==> config.mk <==
export PLATFORM = sky130hd
export DESIGN_NAME = dcp_noc_resp_deser
export DESIGN_NICKNAME = d
export VERILOG_FILES = /design/src/rtl/dcp_noc_resp_deser.sv
export SDC_FILE = /design/constraint.sdc
export NUM_CORES = 1
export LEC_CHECK = 0
export BUFFER_PORTS_ARGS = -buffer_cell sky130_fd_sc_hd__buf_2
export CAP_MARGIN = 10
export CORE_AREA = 2 2 162 164
export CTS_CLUSTER_SIZE = 40
export DETAILED_ROUTE_END_ITERATION = 10
export DIE_AREA = 0 0 164 166
export SLEW_MARGIN = 20
export SYNTH_ARGS = -nofsm -noshare
export SYNTH_HDL_FRONTEND = slang
export SYNTH_SLANG_ARGS = --single-unit
==> constraint.sdc <==
create_clock -name clk -period 3.3 [get_ports clk]
set_input_delay 0.66 -clock clk [delete_from_list [all_inputs] [get_ports clk]]
set_output_delay 0.66 -clock clk [all_outputs]
set_load 0.01 [all_outputs]
==> src/rtl/dcp_noc_resp_deser.sv <==
// Reassembles inbound NoC response packets (header + payload flits) into one response record.
// One packet in flight; the NoC is back-pressured only while a finished record waits.
module dcp_noc_resp_deser #(
    parameter int unsigned NOC_W          = 64,
    parameter int unsigned MSG_TYPE_W     = 8,
    parameter int unsigned MSHRID_W       = 8,
    parameter int unsigned MAX_DATA_FLITS = 2
) (
    input  logic                              clk,
    input  logic                              reset,
    input  logic                              noc_val,
    input  logic [NOC_W-1:0]                  noc_dat,
    output logic                              noc_rdy,
    output logic                              resp_val,
    input  logic                              resp_rdy,
    output logic [MSG_TYPE_W-1:0]             resp_type,
    output logic [MSHRID_W-1:0]               resp_mshrid,
    output logic [7:0]                        resp_nflits,
    output logic [MAX_DATA_FLITS*NOC_W-1:0]   resp_data,
    output logic                              resp_err
);

    localparam int unsigned LenLsb    = 22;
    localparam int unsigned TypeLsb   = 14;
    localparam int unsigned MshridLsb = 6;

    typedef enum logic [1:0] {StHdr, StData, StOut} state_e;

    state_e                            state_q, state_d;
    logic [7:0]                        cnt_q, cnt_d;
    logic [7:0]                        nflits_q, nflits_d;
    logic [MSG_TYPE_W-1:0]             type_q, type_d;
    logic [MSHRID_W-1:0]               mshrid_q, mshrid_d;
    logic [MAX_DATA_FLITS*NOC_W-1:0]   data_q, data_d;
    logic                              err_q, err_d;

    always_ff @(posedge clk) begin
        if (reset) begin
            state_q  <= StHdr;
            cnt_q    <= '0;
            nflits_q <= '0;
            type_q   <= '0;
            mshrid_q <= '0;
            data_q   <= '0;
            err_q    <= 1'b0;
        end else begin
            state_q  <= state_d;
            cnt_q    <= cnt_d;
            nflits_q <= nflits_d;
            type_q   <= type_d;
            mshrid_q <= mshrid_d;
            data_q   <= data_d;
            err_q    <= err_d;
        end
    end

    // noc_rdy is 1 in StHdr/StData, so noc_val alone marks a handshake there.
    always_comb begin
        state_d  = state_q;
        cnt_d    = cnt_q;
        nflits_d = nflits_q;
        type_d   = type_q;
        mshrid_d = mshrid_q;
        data_d   = data_q;
        err_d    = err_q;
        unique case (state_q)
            StHdr: begin
                if (noc_val) begin
                    nflits_d = noc_dat[LenLsb +: 8];
                    type_d   = noc_dat[TypeLsb +: MSG_TYPE_W];
                    mshrid_d = noc_dat[MshridLsb +: MSHRID_W];
                    data_d   = '0;
                    err_d    = 1'b0;
                    cnt_d    = '0;
                    state_d  = (noc_dat[LenLsb +: 8] == 8'd0) ? StOut : StData;
                end
            end
            StData: begin
                if (noc_val) begin
                    for (int unsigned k = 0; k < MAX_DATA_FLITS; k++) begin
                        if (cnt_q == 8'(k)) begin
                            data_d[k*NOC_W +: NOC_W] = noc_dat;
                        end
                    end
                    // Flits past the buffer are consumed but dropped.
                    if (cnt_q >= 8'(MAX_DATA_FLITS)) begin
                        err_d = 1'b1;
                    end
                    cnt_d = cnt_q + 8'd1;
                    if (cnt_q == nflits_q - 8'd1) begin
                        state_d = StOut;
                    end
                end
            end
            StOut: begin
                if (resp_rdy) begin
                    state_d = StHdr;
                end
            end
            default: state_d = StHdr;
        endcase
    end

    assign noc_rdy     = (state_q != StOut);
    assign resp_val    = (state_q == StOut);
    assign resp_type   = type_q;
    assign resp_mshrid = mshrid_q;
    assign resp_nflits = nflits_q;
    assign resp_data   = data_q;
    assign resp_err    = err_q;

endmodule

==> flow_summary.toml <==
[sta]
tightest_slew_ns = 0.6933
min_period_ns = 2.226
max_freq_mhz = 449.2
fin_ws_ns = 1.074
rsz0062_at_grt = "no"
slew_headroom = 0.5378
drv_slew = 0
finClkSkew_ns = 0.01245
setup_tns_ns = 0
post-route-period-util = 0.6747
setup_violations = 0
finalHoldViolations = 0

[floorplan]
die_w_um = 164
placeableCoreArea_mm2 = 0.02562
std_cell_rows = 59
io_pins = 223
start_util = 0.2456
die_area_mm2 = 0.02722
die_h_um = 166

[synthesis]
synth.area.top_cells = "dfxtp_1 52%, nand3_1 12%, a21oi_1 10%, nand2_1 7.2%, a22oi_1 3.0%"
synth_top_family_by_area = "simple AND/OR/NAND/NOR gates"
yosysTopAreaCell = "dfxtp_1"
synth_cells = 758
ys_ff_latch = 163
synth_nets = 831
synthDistinctLibCells = 38
synthMuxAreaShare = 0.004972
syn_area_per_cell_um2 = 8.300
yosysTopAreaCellShare = 0.5187
synth_compound_area_frac = 0.1492
yosysSeqAreaShare = 0.5187
synth-adder-area-share = 0.009944
ys_warn_count = 0
netlist_area_mm2 = 0.006291
yosys.area_share.simple = 0.2407
synth_xor_area_frac = 0.02228

[routing]
vias = 6111
vias_per_cell = 4.719
wl_met1_mm = 9.186
dr_wl_met2_mm = 9.417
drt_first_pass_iters = 5
ant_nets = 0
wl_per_cell_um = 15.64
wl_mm = 20.26
first_iter_violations = 496
drcViolationCount = 0
route.met3.wl_mm = 1.509
highest_layer = "met4"

[power_and_ir_drop]
p_per_area_mw_per_mm2 = 549.8
comb_power_share = 0.125
switching_share = 0.2864
leakage_nw = 3.454
p_switching_mw = 1.291
clkPwrFrac = 0.413
p_int_mw = 3.215
power.share.sequential = 0.463
peakVddDrop_v = 0.0002617

[critical_path]
critPathCaptureType = "flop"
slowest_delay_ns = 0.48
crit_path_top_delay_cell = "a21oi_4"
cp_top_family = "simple AND/OR/NAND/NOR gates"
cp.arrival_ns = 2.56
critical_path_required_ns = 3.64
critPathKind = "flop to flop"
setup.worst_path.start_class = "flop"
crit_chain = "nor4_4, nand3_2, a21oi_4, buf_4, nand3_1, a21oi_1"
critPathBufInv = 1
cp_max_fo = 25

[clocking]
clk_pin_slew_worst_paths_ns = 0.07
cts_root_buffer = "clkbuf_16"
cts_hold_buf = 0
cts_sinks = 163
htree_levels = 4
insertion_delay_ns = 0.42
cts_buffers = 17
post_cts_resized = 0
cts_max_path_buffers = 2
post_cts_buffers = 0
cts_tree = "yes"

[finish]
synthToLayoutAreaGrowth_pct = 30.27
final_nets = 1020
fill_cells = 2712
final_common_cell = "buf_2"
final_area_mm2 = 0.008195
layout-drive-gt1-share = 0.2896
final_cell_mix = "221 x buf_2, 163 x dfxtp_1, 147 x nand3_1"
antennaDiodeCount = 0
final_core_util = 0.3199

[grt]
overflow = 0
antenna_found_initial = 0
grt_pass1_wl_mm = 31.30
grt_pass1_vias = 5708
grt_start_max_net_pins = 80
grt_usage = 0.1449

[placement]
dpl-instance-area_mm2 = 0.007651
dp_hpwl_mm = 13.33
io_buffer_count = 222
dp_slack_ns = 0.8890
gp_congestion = 0.7558

[run_status]
outcome = "complete, no violations"

[flow_run]
cap_violations = 0

[worst_hold_path]
hold_class = "flop to flop"
[worst min-delay path, stage by stage, from the launching register on]
cell and delay (ns):
dfxtp_1 0.30, nand2_1 0.05, a21oi_1 0.05
[power groups by stage]
stage               Sequential (mW)  Combinational (mW)  Clock (mW)
floorplan                      2.16               0.306           0
global placement               2.13               0.566           0
detailed placement             2.13               0.569           0
CTS                            2.09               0.569        1.93
global route                   2.09               0.624        2.00
finish                         2.09               0.561        1.86
[cells by family after synthesis]
kind of cell | Yosys count
simple gates | 331
mux | 3
fa+ha+maj | 5
xor+xnor | 16
compound gates | 167
flops | 163
buf+inv | 73
[Yosys cell counts]
cell	number
buf_2	15
nor2_1	33
nand4_1	1
ha_1	5
nor4_1	3
and4_1	1
buf_1	2
clkbuf_1	43
dfxtp_1	163
a32oi_1	1
o2111ai_1	1
a31oi_1	1
o31a_1	1
a221oi_1	1
or3_1	1
mux2i_1	2
a41oi_1	1
a21oi_1	131
o21ai_0	1
nand3_2	1
nor4_4	1
a31o_2	1
a22oi_1	25
buf_4	1
nand2_1	120
nand3_1	147
xor2_1	8
mux2_2	1
xnor2_1	8
nor2b_1	3
nor3_1	9
and3_1	5
a21oi_4	1
a21o_1	2
nand2b_1	4
and2_1	2
buf_6	6
inv_1	6
[registers in the layout, summed over array words and instances (netlist names)]
| name | count |
|---|---|
| resp_mshrid | 8 |
| state_q | 2 |
| resp_err | 1 |
| resp_data | 128 |
| cnt_q | 8 |
| resp_type | 8 |
| resp_nflits | 8 |
[per-stage QoR]
stage | hold slack [ns] | power [mW] | instances
2_1_floorplan | 0.4761 | 2.462 | 758
3_3_place_gp | 0.4348 | 2.693 | 1263
3_5_place_dp | 0.4434 | 2.699 | 1263
4_1_cts | 0.4510 | 4.583 | 1295
5_1_grt | 0.4709 | 4.717 | 1295
6_report | 0.4463 | 4.506 | 1295
[area by class of cell]
class | count | area [µm²] | share of cell area
multi-input cells | 522 | 2708 | 0.3304
clock inverters | 13 | 101.3 | 0.01237
repair buffers | 237 | 1239 | 0.1511
well taps | 335 | 419.2 | 0.05115
clock buffers | 19 | 442.9 | 0.05405
flip-flops and latches | 163 | 3263 | 0.3982
inverters | 6 | 22.52 | 0.002748
[routing by layer]
layer | up-vias | GRT usage
met5 | - | 0
met4 | 0 | 0.03623
met3 | 11 | 0.04371
met2 | 226 | 0.2369
met1 | 2876 | 0.1861
li1 | 2998 | -
[worst paths after layout]
check | cells after the start | from | to | slack, ns
setup / recovery | 6 | cnt_q[2] | resp_data[125] | 1.07
hold / removal | 2 | resp_data[70] | resp_data[70] | 0.45
setup reg to reg | 6 | cnt_q[2] | resp_data[125] | 1.07
hold reg to reg | 2 | resp_data[70] | resp_data[70] | 0.45
No activity file was read; power rests on OpenSTA's default activity.
